[src/rtl/dff_reg_arbiter.sv]
// Round-robin arbiter sequencing writes from NUM_REQ requesters into one
// shared WIDTH-bit register. Each write is a one-cycle GRANT followed by a
// HOLD window of HOLD_CYCLES cycles; ack marks the first HOLD cycle.
module dff_reg_arbiter #(
    parameter int NUM_REQ     = 4,
    parameter int WIDTH       = 8,
    parameter int HOLD_CYCLES = 2
) (
    input  logic                       clk,
    input  logic                       reset,
    input  logic [NUM_REQ-1:0]         req,
    input  logic [NUM_REQ*WIDTH-1:0]   d_flat,
    output logic [NUM_REQ-1:0]         gnt,
    output logic [NUM_REQ-1:0]         ack,
    output logic [WIDTH-1:0]           q,
    output logic [$clog2(NUM_REQ)-1:0] owner,
    output logic                       busy
);

    localparam int IW = $clog2(NUM_REQ);

    typedef enum logic [1:0] {
        S_IDLE  = 2'd0,
        S_GRANT = 2'd1,
        S_HOLD  = 2'd2
    } state_t;

    state_t        state;
    logic [IW-1:0] rr_ptr;
    logic [3:0]    hold_cnt;

    logic [IW-1:0] winner;
    logic          found;
    int            scan_idx;

    // Pick the first requester at or after rr_ptr, wrapping modulo NUM_REQ.
    always_comb begin
        // NOTE: every variable gets a default first so no path leaves it unassigned (no latch).
        winner   = '0;
        found    = 1'b0;
        scan_idx = 0;
        for (int i = 0; i < NUM_REQ; i++) begin
            scan_idx = int'(rr_ptr) + i;
            if (scan_idx >= NUM_REQ) begin
                scan_idx = scan_idx - NUM_REQ;
            end
            if (!found && req[IW'(scan_idx)]) begin
                found  = 1'b1;
                winner = IW'(scan_idx);
            end
        end
    end

    // Arbitration FSM; every output is a register updated here.
    always_ff @(posedge clk) begin
        if (reset) begin
            // NOTE: all state, including the shared data register, is cleared by reset.
            state    <= S_IDLE;
            rr_ptr   <= '0;
            hold_cnt <= '0;
            gnt      <= '0;
            ack      <= '0;
            q        <= '0;
            owner    <= '0;
            busy     <= 1'b0;
        end else begin
            // NOTE: non-blocking assignments so every register sees pre-edge values.
            case (state)
                S_IDLE: begin
                    ack <= '0;
                    if (found) begin
                        gnt   <= NUM_REQ'(1) << winner;
                        owner <= winner;
                        busy  <= 1'b1;
                        state <= S_GRANT;
                    end
                end
                S_GRANT: begin
                    gnt <= '0;
                    if (req[owner]) begin
                        q        <= d_flat[int'(owner)*WIDTH +: WIDTH];
                        rr_ptr   <= (owner == IW'(NUM_REQ-1)) ? '0 : owner + IW'(1);
                        ack      <= NUM_REQ'(1) << owner;
                        hold_cnt <= 4'(HOLD_CYCLES-1);
                        state    <= S_HOLD;
                    end else begin
                        // Requester withdrew during its grant: abandon the write.
                        busy  <= 1'b0;
                        state <= S_IDLE;
                    end
                end
                S_HOLD: begin
                    ack <= '0;
                    if (hold_cnt == 4'd0) begin
                        busy  <= 1'b0;
                        state <= S_IDLE;
                    end else begin
                        hold_cnt <= hold_cnt - 4'd1;
                    end
                end
                default: begin
                    gnt   <= '0;
                    ack   <= '0;
                    busy  <= 1'b0;
                    state <= S_IDLE;
                end
            endcase
        end
    end

endmodule

[config.mk]
export PLATFORM = sky130hd
export DESIGN_NAME = dff_reg_arbiter
export DESIGN_NICKNAME = d
export VERILOG_FILES = /design/src/rtl/dff_reg_arbiter.sv
export SDC_FILE = /design/constraint.sdc
export NUM_CORES = 1
export LEC_CHECK = 0
export ABC_AREA = 1
export ABC_CLOCK_PERIOD_IN_PS = 1800
export CORE_ASPECT_RATIO = 0.75
export CORE_MARGIN = 2
export CORE_UTILIZATION = 35
export CTS_BUF_LIST = sky130_fd_sc_hd__clkbuf_4 sky130_fd_sc_hd__clkbuf_8 sky130_fd_sc_hd__clkbuf_16
export CTS_CLUSTER_DIAMETER = 200
export DETAILED_ROUTE_END_ITERATION = 12
export GPL_TIMING_DRIVEN = 1
export SYNTH_ARGS = -nofsm -noshare
export SYNTH_HDL_FRONTEND = slang
export SYNTH_SLANG_ARGS = --single-unit
[constraint.sdc]
create_clock -name clk -period 1.8 [get_ports clk]
set_input_delay 0.45 -clock clk [delete_from_list [all_inputs] [get_ports clk]]
set_output_delay 0.45 -clock clk [all_outputs]
set_load 0.01 [all_outputs]
==> flow_summary.json <==
{
  "cts_buffers": 3,
  "cts_root_buf": "clkbuf_8",
  "fin_crit_sh": 0.966,
  "antenna_cells": 0,
  "timing.fmax_ghz": 0.575,
  "path_clk_slew_ns": 0.10,
  "fp.dieH_um": 64.2,
  "total_power_mw": 3.37,
  "syn_nets": 303,
  "port_buffers": 56,
  "power_switching_share": 0.450,
  "core_um2": 4550,
  "slew_viol_final": 0,
  "fin_crit_ns": 1.74,
  "status": "complete, no violations",
  "clock-skew-final_ns": 0.00632,
  "synth.top_cell.area_share": 0.320,
  "syn_avg_cell_area_um2": 6.53,
  "cp_max_fo": 7,
  "drv_cap": 0,
  "clockBufferDepth": 2,
  "place_hpwl_um": 3640,
  "grt_overflow": 0,
  "netlist_area_um2": 1690,
  "antenna_left": 0,
  "p_int_mw": 1.85,
  "tns_ns": 0,
  "place_ws_ns": -0.286,
  "seqPwrFrac": 0.268,
  "cp_top_family": "buffers and inverters",
  "endpoint_kind": "output pin",
  "critical_path.slowest_cell": "clkdlybuf4s50_1",
  "routedWlPerCell_um": 12.1,
  "pin_count": 57,
  "die_w_um": 84.2,
  "cp_cell_sequence": "clkdlybuf4s50_1",
  "cp_num_cells": 1,
  "drc": 0,
  "hp-start": "hold_cnt[1]$_SDFFE_PP0P_",
  "htree_levels": 1,
  "path_buf_inv": 1,
  "area_growth_pct": 48.2,
  "grt_usage": 0.183,
  "min_path_cells": 2,
  "p_comb_frac": 0.623,
  "fin_util": 0.551,
  "setup_ws_ns": 0.0604,
  "gp_congestion": 0.792,
  "grt_pass1_wl_um": 8180,
  "antenna_found_initial": 0,
  "ir_worst_vdd_uv": 514,
  "rsz0062_at_grt": "no",
  "synth_warnings": 0,
  "synth-seq-cells": 27,
  "cts_tree": "built",
  "max_stage_delay_ns": 0.59,
  "p_switching_mw": 1.52,
  "nets": 375,
  "grt_max_degree": 20,
  "worst_pin_slew_ns": 0.541,
  "critPathLaunch": "owner[1]$_SDFFE_PP0P_",
  "hold_path_class": "register to register",
  "vias": 1827,
  "synth-async-reset-ratio": 0,
  "firstDrtPassIters": 4,
  "power_per_cell_area_nw_per_um2": 1350,
  "arrival_ns": 1.29,
  "drt_iter0_markers": 69,
  "clk_latency_ns": 0.28,
  "num_rows": 21,
  "ys_seq_area_frac": 0.320,
  "synth_cells": 259,
  "required_ns": 1.35,
  "dieArea_um2": 5410,
  "synthTopCellsByArea": "dfxtp_1, nand2_1, nor2_1",
  "grt_pass1_vias": 1706,
  "postCtsHoldBufs": 0,
  "layout-drive-gt1-share": 0.173,
  "setup_viol": 0,
  "startpoint_type": "register",
  "max-slew-margin-rel": 0.639,
  "clockPowerShare": 0.110,
  "yosysTopAreaCell": "dfxtp_1",
  "reg2reg_from": "rr_ptr[0]$_SDFFE_PP0P_",
  "leakage_nw": 1.12,
  "ys.flop_type": "dfxtp_1",
  "viasPerCell": 4.72,
  "finalHoldViolations": 0,
  "routed_wl_um": 4700,
  "initial_core_util": 0.372,
  "reg2reg_depth": 11,
  "synth-edff-count": 0,
  "crit_type": "register to output pin",
  "ys_types": 28,
  "clkSinkCount": 27
}
==> worst paths after layout <==
path | end | slack (ns)
max reg2reg | owner[0]$_SDFFE_PP0P_ | 0.17
max | owner[1] | 0.06
min | hold_cnt[1]$_SDFFE_PP0P_ | 0.47
min reg2reg | hold_cnt[1]$_SDFFE_PP0P_ | 0.47
==> placed cells by master, fill, tap and decap left out, types with 4 or more instances in the layout <==
cell and count:
nand2_1 48, o21ai_0 31, nor2_1 48, dlymetal6s2s_1 4, nand2_2 10, inv_2 6, o22ai_1 8, buf_4 18
clkdlybuf4s50_1 52, nand3_1 11, inv_1 18, dfxtp_1 24, a21oi_1 10, ha_1 6
==> power by group through the flow <==
stage	clock [mW]	sequential, mW	combinational (mW)
floorplan	0	0.946	1.21
global placement	0	0.909	2.03
detailed placement	0	0.910	2.02
CTS	0.390	0.902	2.03
global route	0.410	0.927	2.36
finish	0.370	0.902	2.10
==> routing by layer <==
layer	GRT usage	wire length, um	vias up
met4	0.0302	40	0
li1	-	-	987
met2	0.270	1900	24
met5	0	0	-
met3	0.0336	146	7
met1	0.278	2610	809
==> metrics by stage <==
step | cell area, um^2 | hold WS (ns) | cells
2_1_floorplan | 1690 | 0.440 | 259
3_3_place_gp | 2400 | 0.449 | 380
3_5_place_dp | 2400 | 0.455 | 380
4_1_cts | 2450 | 0.471 | 384
5_1_grt | 2500 | 0.493 | 387
6_report | 2500 | 0.467 | 387
==> final cells by class <==
type                       instances  area (um^2)
clock buffer                       3         41.3
clock inverter                     1         8.76
fill                             474         2040
inverter                          25         97.6
multi-input combinational        199         1030
sequential                        27          544
tap                               57         71.3
timing repair buffer              74          706
timing repair inverter             1         7.51
==> kinds of logic (layout without fill, tap and decap cells) <==
group / after synthesis / after routing / share of synthesized area
compound gates: 59 / 59 / 0.194
fa+ha+maj: 6 / 6 / 0.0444
buf+inv: 33 / 104 / 0.0807
flops: 27 / 27 / 0.320
simple gates: 134 / 134 / 0.361
==> cells in the mapped netlist (4+ instances only) <==
master	n
o21ai_0	32
nor3_1	4
nor2_1	48
a21oi_1	10
inv_1	20
nand3_1	11
nand2_2	8
dfxtp_1	27
ha_1	6
nand2_1	50
inv_2	5
o22ai_1	8
==> state kept, by name, indices dropped and copies added (netlist names) <==
register and cells:
ack 4, q 8, busy 1, hold_cnt 4
owner 2, gnt 4, rr_ptr 2, state 2
==> repair_timing <==
| action | CTS | global route |
|---|---|---|
| resized for setup | 2 | 13 |
| pin swaps | 0 | 5 |
| setup buffers | 0 | 2 |
| setup endpoints to repair | 2 | 14 |
| cloned | 0 | 1 |
Note: power is estimated with default switching activity, not from simulation.
